[src/rtl/carbon_arch_pkg.sv]
// -----------------------------------------------------------------------------
// carbon_arch_pkg
// Shared types and helpers for the CAI submission arbiter.
//   cai_arb_state_e : submit sequencing states (IDLE / SETUP / RING)
//   cai_rr_pick_t   : result of a round-robin search (hit flag + index)
//   cai_rr_next()   : first valid requester after the last grant, wrapping
// -----------------------------------------------------------------------------
package carbon_arch_pkg;

    localparam int unsigned CAI_ARB_MAX_REQ = 16;

    typedef enum logic [1:0] {
        IDLE  = 2'd0,
        SETUP = 2'd1,
        RING  = 2'd2
    } cai_arb_state_e;

    typedef struct packed {
        logic       hit;
        logic [3:0] idx;
    } cai_rr_pick_t;

    // Walks n_req slots starting just after 'last', wrapping at n_req-1,
    // and returns the first slot whose valid bit is set.
    function automatic cai_rr_pick_t cai_rr_next(input logic [15:0]  valid,
                                                input logic [3:0]   last,
                                                input int unsigned  n_req);
        cai_rr_pick_t pick;
        logic [3:0]   idx;
        pick = '0;
        idx  = last;
        for (int unsigned i = 0; i < CAI_ARB_MAX_REQ; i++) begin
            if (i < n_req) begin
                idx = (idx == 4'(n_req - 1)) ? 4'd0 : idx + 4'd1;
                if (!pick.hit && valid[idx]) begin
                    pick.hit = 1'b1;
                    pick.idx = idx;
                end
            end
        end
        return pick;
    endfunction

endpackage

[src/rtl/cai_owner_fifo.sv]
// -----------------------------------------------------------------------------
// cai_owner_fifo
// Synchronous FIFO holding the requester index of every outstanding submit,
// oldest at the head. DEPTH must be a power of two so pointers wrap naturally.
// Push while full and pop while empty are ignored.
//   clk, rst_n   : clock, asynchronous active-low reset (flushes the FIFO)
//   push_i       : write push_idx_i at the tail
//   pop_i        : drop the head entry
//   head_o       : index at the head (valid when !empty_o)
//   full_o       : count == DEPTH
//   empty_o      : count == 0
//   count_o      : current occupancy
// -----------------------------------------------------------------------------
module cai_owner_fifo #(
    parameter int IDX_W = 2,
    parameter int DEPTH = 8
) (
    input  logic                         clk,
    input  logic                         rst_n,
    input  logic                         push_i,
    input  logic [IDX_W-1:0]             push_idx_i,
    input  logic                         pop_i,
    output logic [IDX_W-1:0]             head_o,
    output logic                         full_o,
    output logic                         empty_o,
    output logic [$clog2(DEPTH+1)-1:0]   count_o
);

    localparam int PTR_W = $clog2(DEPTH);
    localparam int CNT_W = $clog2(DEPTH + 1);

    logic [IDX_W-1:0] mem_q [DEPTH];
    logic [PTR_W-1:0] wr_ptr_q;
    logic [PTR_W-1:0] rd_ptr_q;
    logic [CNT_W-1:0] count_q;
    logic             push_ok;
    logic             pop_ok;

    assign full_o  = (count_q == CNT_W'(DEPTH));
    assign empty_o = (count_q == '0);
    assign push_ok = push_i && !full_o;
    assign pop_ok  = pop_i && !empty_o;
    assign head_o  = mem_q[rd_ptr_q];
    assign count_o = count_q;

    // Storage needs no reset: entries are only read once the pointers say so.
    always_ff @(posedge clk) begin
        if (push_ok) begin
            mem_q[wr_ptr_q] <= push_idx_i;
        end
    end

    always_ff @(posedge clk or negedge rst_n) begin
        if (!rst_n) begin
            wr_ptr_q <= '0;
            rd_ptr_q <= '0;
            count_q  <= '0;
        end else begin
            if (push_ok) begin
                wr_ptr_q <= wr_ptr_q + PTR_W'(1);
            end
            if (pop_ok) begin
                rd_ptr_q <= rd_ptr_q + PTR_W'(1);
            end
            if (push_ok && !pop_ok) begin
                count_q <= count_q + CNT_W'(1);
            end else if (pop_ok && !push_ok) begin
                count_q <= count_q - CNT_W'(1);
            end
        end
    end

endmodule

[src/rtl/cai_submit_arb.sv]
// -----------------------------------------------------------------------------
// cai_submit_arb
// Round-robin scheduler sharing one CAI host submit port among N_REQ
// requesters. One accepted request is presented on submit_* for a setup
// cycle, then rung with a single-cycle submit_doorbell. Owners of outstanding
// submits are queued so each comp_doorbell is routed back as done[owner].
//
// Optional feature macro: CARBON_CAI_ARB_TIMEOUT_EN
//   defined   : completion watchdog; timeout_err blocks grants until err_clr
//   undefined : no watchdog, timeout_err tied low, TIMEOUT_CYC unused
//
// Ports
//   clk, rst_n        : clock, asynchronous active-low reset
//   req_valid/ready   : per-requester handshake; ready is one-hot, IDLE only
//   req_desc_base     : per-requester descriptor ring base
//   req_ring_mask     : per-requester ring mask
//   req_ctx           : per-requester context
//   submit_desc_base  : registered base to CAI
//   submit_ring_mask  : registered mask to CAI
//   context_sel       : registered context to CAI
//   submit_doorbell   : single-cycle ring pulse to CAI
//   comp_doorbell     : completion from CAI, one per high cycle
//   done              : one-hot completion pulse to the owning requester
//   outstanding       : owner-FIFO occupancy
//   spurious_err      : sticky, completion seen with nothing outstanding
//   timeout_err       : sticky, watchdog expiry
//   err_clr           : clears both sticky errors (a same-cycle set wins)
//
// state | meaning
// ------+-------------------------------------------------------------
// IDLE  | arbitrating; req_ready may be asserted
// SETUP | submit fields stable, doorbell low
// RING  | submit_doorbell high for this cycle only
// -----------------------------------------------------------------------------
module cai_submit_arb
    import carbon_arch_pkg::*;
#(
    parameter int N_REQ       = 4,
    parameter int ADDR_W      = 64,
    parameter int CTX_W       = 16,
    parameter int MAX_OUT     = 8,
    parameter int TIMEOUT_CYC = 4096
) (
    input  logic                              clk,
    input  logic                              rst_n,
    input  logic [N_REQ-1:0]                  req_valid,
    output logic [N_REQ-1:0]                  req_ready,
    input  logic [N_REQ-1:0][ADDR_W-1:0]      req_desc_base,
    input  logic [N_REQ-1:0][31:0]            req_ring_mask,
    input  logic [N_REQ-1:0][CTX_W-1:0]       req_ctx,
    output logic [ADDR_W-1:0]                 submit_desc_base,
    output logic [31:0]                       submit_ring_mask,
    output logic [CTX_W-1:0]                  context_sel,
    output logic                              submit_doorbell,
    input  logic                              comp_doorbell,
    output logic [N_REQ-1:0]                  done,
    output logic [$clog2(MAX_OUT+1)-1:0]      outstanding,
    output logic                              spurious_err,
    output logic                              timeout_err,
    input  logic                              err_clr
);

    localparam int IDX_W = $clog2(N_REQ);
    localparam int CNT_W = $clog2(MAX_OUT + 1);

    if (N_REQ < 2 || N_REQ > 16) begin : g_bad_n_req
        $error("cai_submit_arb: N_REQ must be 2..16");
    end
    if (MAX_OUT < 2 || (MAX_OUT & (MAX_OUT - 1)) != 0) begin : g_bad_max_out
        $error("cai_submit_arb: MAX_OUT must be a power of two >= 2");
    end
    if (TIMEOUT_CYC < 1) begin : g_bad_timeout
        $error("cai_submit_arb: TIMEOUT_CYC must be >= 1");
    end

    cai_arb_state_e      state_q, state_d;
    logic [IDX_W-1:0]    last_grant_q;
    logic [ADDR_W-1:0]   base_q;
    logic [31:0]         mask_q;
    logic [CTX_W-1:0]    ctx_q;
    logic                doorbell_q;
    logic [N_REQ-1:0]    done_q, done_d;
    logic                spurious_q, spurious_d;

    cai_rr_pick_t        pick;
    logic [IDX_W-1:0]    grant_idx;
    logic                accept;
    logic                pop;
    logic                spurious_set;
    logic [IDX_W-1:0]    fifo_head;
    logic                fifo_full;
    logic                fifo_empty;
    logic [CNT_W-1:0]    fifo_count;

    // ---------------------------------------------------------------- arbiter
    always_comb begin
        pick = cai_rr_next(16'(req_valid), 4'(last_grant_q), N_REQ);
    end

    assign grant_idx = IDX_W'(pick.idx);
    assign accept    = (state_q == IDLE) && pick.hit && !fifo_full && !timeout_err;

    always_comb begin
        req_ready = '0;
        if (accept) begin
            req_ready[grant_idx] = 1'b1;
        end
    end

    // ------------------------------------------------------------- owner FIFO
    assign pop          = comp_doorbell && !fifo_empty;
    assign spurious_set = comp_doorbell && fifo_empty;

    cai_owner_fifo #(
        .IDX_W (IDX_W),
        .DEPTH (MAX_OUT)
    ) u_owner_fifo (
        .clk        (clk),
        .rst_n      (rst_n),
        .push_i     (accept),
        .push_idx_i (grant_idx),
        .pop_i      (pop),
        .head_o     (fifo_head),
        .full_o     (fifo_full),
        .empty_o    (fifo_empty),
        .count_o    (fifo_count)
    );

    // -------------------------------------------------------------------- FSM
    always_comb begin
        state_d = state_q;
        unique case (state_q)
            IDLE:    if (accept) state_d = SETUP;
            SETUP:   state_d = RING;
            RING:    state_d = IDLE;
            default: state_d = IDLE;
        endcase
    end

    always_comb begin
        done_d = '0;
        if (pop) begin
            done_d = N_REQ'(1) << fifo_head;
        end
    end

    always_comb begin
        spurious_d = spurious_q;
        if (spurious_set) begin
            spurious_d = 1'b1;
        end else if (err_clr) begin
            spurious_d = 1'b0;
        end
    end

    always_ff @(posedge clk or negedge rst_n) begin
        if (!rst_n) begin
            state_q      <= IDLE;
            last_grant_q <= IDX_W'(N_REQ - 1);
            base_q       <= '0;
            mask_q       <= '0;
            ctx_q        <= '0;
            doorbell_q   <= 1'b0;
            done_q       <= '0;
            spurious_q   <= 1'b0;
        end else begin
            state_q    <= state_d;
            doorbell_q <= (state_d == RING);
            done_q     <= done_d;
            spurious_q <= spurious_d;
            // Fields only move on accept, which cannot happen in SETUP/RING,
            // so they are stable across the doorbell.
            if (accept) begin
                last_grant_q <= grant_idx;
                base_q       <= req_desc_base[grant_idx];
                mask_q       <= req_ring_mask[grant_idx];
                ctx_q        <= req_ctx[grant_idx];
            end
        end
    end

    // --------------------------------------------------------------- watchdog
`ifdef CARBON_CAI_ARB_TIMEOUT_EN
    localparam int TMO_W = $clog2(TIMEOUT_CYC + 1);

    logic [TMO_W-1:0] tmo_cnt_q;
    logic             tmo_reload;
    logic             tmo_expire;
    logic             timeout_q, timeout_d;

    // Down-counter re-armed on every pop and on the first push into an empty
    // FIFO; expiry is the step from 1 to 0 while anything is outstanding.
    assign tmo_reload = pop || (accept && fifo_empty);
    assign tmo_expire = !tmo_reload && (fifo_count != '0) && (tmo_cnt_q == TMO_W'(1));

    always_comb begin
        timeout_d = timeout_q;
        if (tmo_expire) begin
            timeout_d = 1'b1;
        end else if (err_clr) begin
            timeout_d = 1'b0;
        end
    end

    always_ff @(posedge clk or negedge rst_n) begin
        if (!rst_n) begin
            tmo_cnt_q <= '0;
            timeout_q <= 1'b0;
        end else begin
            timeout_q <= timeout_d;
            if (tmo_reload) begin
                tmo_cnt_q <= TMO_W'(TIMEOUT_CYC);
            end else if (fifo_count != '0 && tmo_cnt_q != '0) begin
                tmo_cnt_q <= tmo_cnt_q - TMO_W'(1);
            end
        end
    end

    assign timeout_err = timeout_q;
`else
    assign timeout_err = 1'b0;
`endif

    // ---------------------------------------------------------------- outputs
    assign submit_desc_base = base_q;
    assign submit_ring_mask = mask_q;
    assign context_sel      = ctx_q;
    assign submit_doorbell  = doorbell_q;
    assign done             = done_q;
    assign outstanding      = fifo_count;
    assign spurious_err     = spurious_q;

endmodule
[config.mk]
export PLATFORM = sky130hd
export DESIGN_NAME = cai_submit_arb
export DESIGN_NICKNAME = d
export VERILOG_FILES = /design/src/rtl/carbon_arch_pkg.sv /design/src/rtl/cai_owner_fifo.sv /design/src/rtl/cai_submit_arb.sv
export SDC_FILE = /design/constraint.sdc
export NUM_CORES = 1
export LEC_CHECK = 0
export BUFFER_PORTS_ARGS = -buffer_cell sky130_fd_sc_hd__clkbuf_2
export CORE_AREA = 3 3 227 229
export CTS_CLUSTER_SIZE = 20
export DETAILED_ROUTE_END_ITERATION = 6
export DIE_AREA = 0 0 230 232
export PLACE_DENSITY = 0.44
export SYNTH_ARGS = -nofsm -noshare
export SYNTH_HDL_FRONTEND = slang
export SYNTH_SLANG_ARGS = --single-unit
[constraint.sdc]
create_clock -name clk -period 6.15 [get_ports clk]
set_input_delay 1.23 -clock clk [delete_from_list [all_inputs] [get_ports clk]]
set_output_delay 1.23 -clock clk [all_outputs]
set_load 0.01 [all_outputs]
==> results.md <==
- Syn nets: 1314
- Slew Limit Fails: 0
- IO Pins: 583
- Synth Flop Type: dfrtp_1
- Largest cells by area after synthesis: dfrtp_1 (37%), mux2i_1 (13%), a211oi_1 (5.9%)
- CTS tree: built
- Area leader, netlist: dfrtp_1
- Yosys cell types: 47
- Max clock buf depth: 2
- Worst-Skew Late Latency: 0.48 ns
- Fmax: 225 MHz
- Layout area overhead: 45.0%
- Post-Synthesis Cells: 851
- CP endpoint kind: output pin
- Overflow left after global routing: 0
- Pre-antenna DRT Iters: 5
- First-pass GRT wire length: 60700 um
- Layout cells sized above 1: 0.469
- Seq/Total Area, Yosys: 0.426
- # rows: 82
- Via total after detailed routing: 9381
- Asr flop ratio synth: 0.891
- Mean post-synth cell area: ~10 um2
- Final wirelength: about 41000 um
- Largest net degree at the start of global routing: 88
- IO Port Bufs: 581
- Initial antenna violation count: 7
- Ant. Diodes: 0
- Post-DRT Antenna Nets: 0
- Die height: 232 um
- Vias in the first global route: ~9.8k
- PD cells: ~530 mW/mm2
- Core Area: ~0.05 mm2
- Residual DRC: 0
- Starting DRT DRC Count: 429
- RSZ-0062 raised after global routing: no
- All-Layer GR Usage: 0.150
- Startpoint Class: input port
- RD Place Congestion: approximately 0.85
- Finished Layout Cells: 2054
- Clock transition at path regs: 0.07 ns
- WP data required: 4.92 ns
- Yosys warns: 0
- Final period util: 0.721
- Peak supply drop: 0.281 mV
- CTS Root Cell: clkbuf_16
- FF/Latch Area: between 0.003 and 0.004 mm2
- Hold Fails Final Rpt: 0
- Dpl hpwl: 31000 um
- HP Start: submit_doorbell
- Met2 usage: 0.255
- Util after Layout: 0.257
- Fillers: 5479
- Starting density of the core: 0.177
- Hold-fix buffers, CTS: 0
- Chip width: 230 um
- Critical path launch point: req_valid[1]
- Status: finished, final reports clean
- Min cycle time layout: 4.44 ns
- Max-Cap Viols: 0
- Num Clock Sinks: 147
- Cell area after layout: 0.0128 mm2
- Most common cell in the netlist: dfrtp_1
- DR WL/cell: 20.1 um
- Die area: approximately 0.053 mm2
- Worst r2r src: last_grant_q[0]
- CTS buffer count: 17
- Post-CTS Resized: 0
- Crit Path Class: input port to output pin
- HP Class: flip-flop to flip-flop
- Setup TNS: 0 ns
- Worst slew pin tran: 0.939 ns
- Met3 Use GR: 0.0534
- Post-CTS Setup Bufs: 0
- GR Layer Usage met1: 0.176
- Worst-path fanout max: between 50 and 60
- Leakage: 6.07 nW
- Area after DPL: 0.0122 mm2
- Max_slew headroom: 0.374
- Setup WS post-layout: about 1.7 ns
- Vias per cell: 4.57
- Dpl ws: 1.70 ns
- Cells after DPL: approximately 2.0k
- Gr busiest metal: met2
- Final setup violation count: 0
- Clk_skew: ~0.017 ns
- Post-synth EDFFs: 16
- H-tree depth: 4
- Multi-input logic area: 0.00452 mm2
- Yosys top cell area share: 0.366
- Post-synth top cells: dfrtp_1 (129), mux2i_1 (114), nor2_1 (77)
- Cell area after synthesis: 0.00882 mm2
- Nets: 1832
- Critical path arrival: 3.21 ns
- Flops & latches, synth: 147
- R2R setup slack: approximately 2.5 ns
==> placed cells by master, fill, tap and decap left out, drive strengths merged, types with 6 or more instances in the layout <==
cell and n:
a211oi 69, ha 6, a2111oi 69, mux2i 114, xnor2 6, edfxtp 16, dfrtp 129, buf 17
nor2 78, a32oi 43, clkbuf 598, o211ai 43, nand2 14, inv 13, and3 71, nand3 45
==> worst paths after layout <==
path,end,cells after the start
max,req_ready[1],7
min,submit_doorbell,1
max reg2reg,submit_ring_mask[30],7
min reg2reg,submit_doorbell,1
max in group asynchronous,submit_desc_base[6],2
min in group asynchronous,submit_doorbell,1
==> area by class of cell <==
| class | instances | area share |
|---|---|---|
| timing repair buffer | 597 | 0.237 |
| sequential | 147 | 0.294 |
| inverter | 9 | 0.00293 |
| tap | 672 | 0.0657 |
| multi-input combinational | 597 | 0.353 |
| clock buffer | 18 | 0.0335 |
| clock inverter | 14 | 0.0135 |
==> cell families (layout without fill, tap and decap cells) <==
| group | count (synthesis) | after routing | synth area share |
|---|---|---|---|
| xor+xnor | 8 | 8 | 0.00794 |
| compound gates | 233 | 233 | 0.217 |
| fa+ha+maj | 7 | 7 | 0.0108 |
| simple gates | 228 | 228 | 0.132 |
| flops | 147 | 147 | 0.426 |
| mux | 120 | 120 | 0.142 |
| other cells | 1 | 1 | 0.000425 |
| buf+inv | 107 | 638 | 0.0635 |
==> through the flow <==
| step | power [mW] | hold WS, ns |
|---|---|---|
| floorplan | 4.39 | 0.459 |
| global placement | 5.70 | 0.456 |
| detailed placement | 5.74 | 0.471 |
| CTS | 6.91 | 0.482 |
| global route | 7.28 | 0.505 |
| finish | 6.76 | 0.481 |
==> worst max-delay path: stages <==
cell and delay [ns]:
clkbuf_2 0.11, nor2b_1 0.14, a311oi_1 0.44, nand3_4 0.59, clkinv_2 0.42, nor3_1 0.12, clkbuf_2 0.15
==> power by group <==
| group | total (mW) | switching, mW | leakage (nW) | internal (mW) |
|---|---|---|---|---|
| Combinational | 3.85 | 2.41 | 4.12 | 1.44 |
| Clock | 1.12 | 0.482 | 0.283 | 0.641 |
| Sequential | 1.79 | 0.302 | 1.67 | 1.49 |
| Total | 6.76 | 3.19 | 6.07 | 3.57 |
==> layer usage <==
layer / wire length, um / part of all wire
met1: 16400 / 0.40
met2: 20500 / 0.50
met3: 3440 / 0.083
met4: 818 / 0.020
met5: 55 / 0.0013
==> sequential cells by signal, indices dropped and copies added, names as in the netlist <==
register and flops:
u_owner_fifo.rd_ptr_q 3, submit_desc_base 64, submit_ring_mask 32, last_grant_q 2, submit_doorbell 1, spurious_err 1, state_q 1, done 4
u_owner_fifo.mem_q 16, context_sel 16, u_owner_fifo.wr_ptr_q 3, u_owner_fifo.count_o 4
Note: power is estimated with default switching activity, not from simulation.
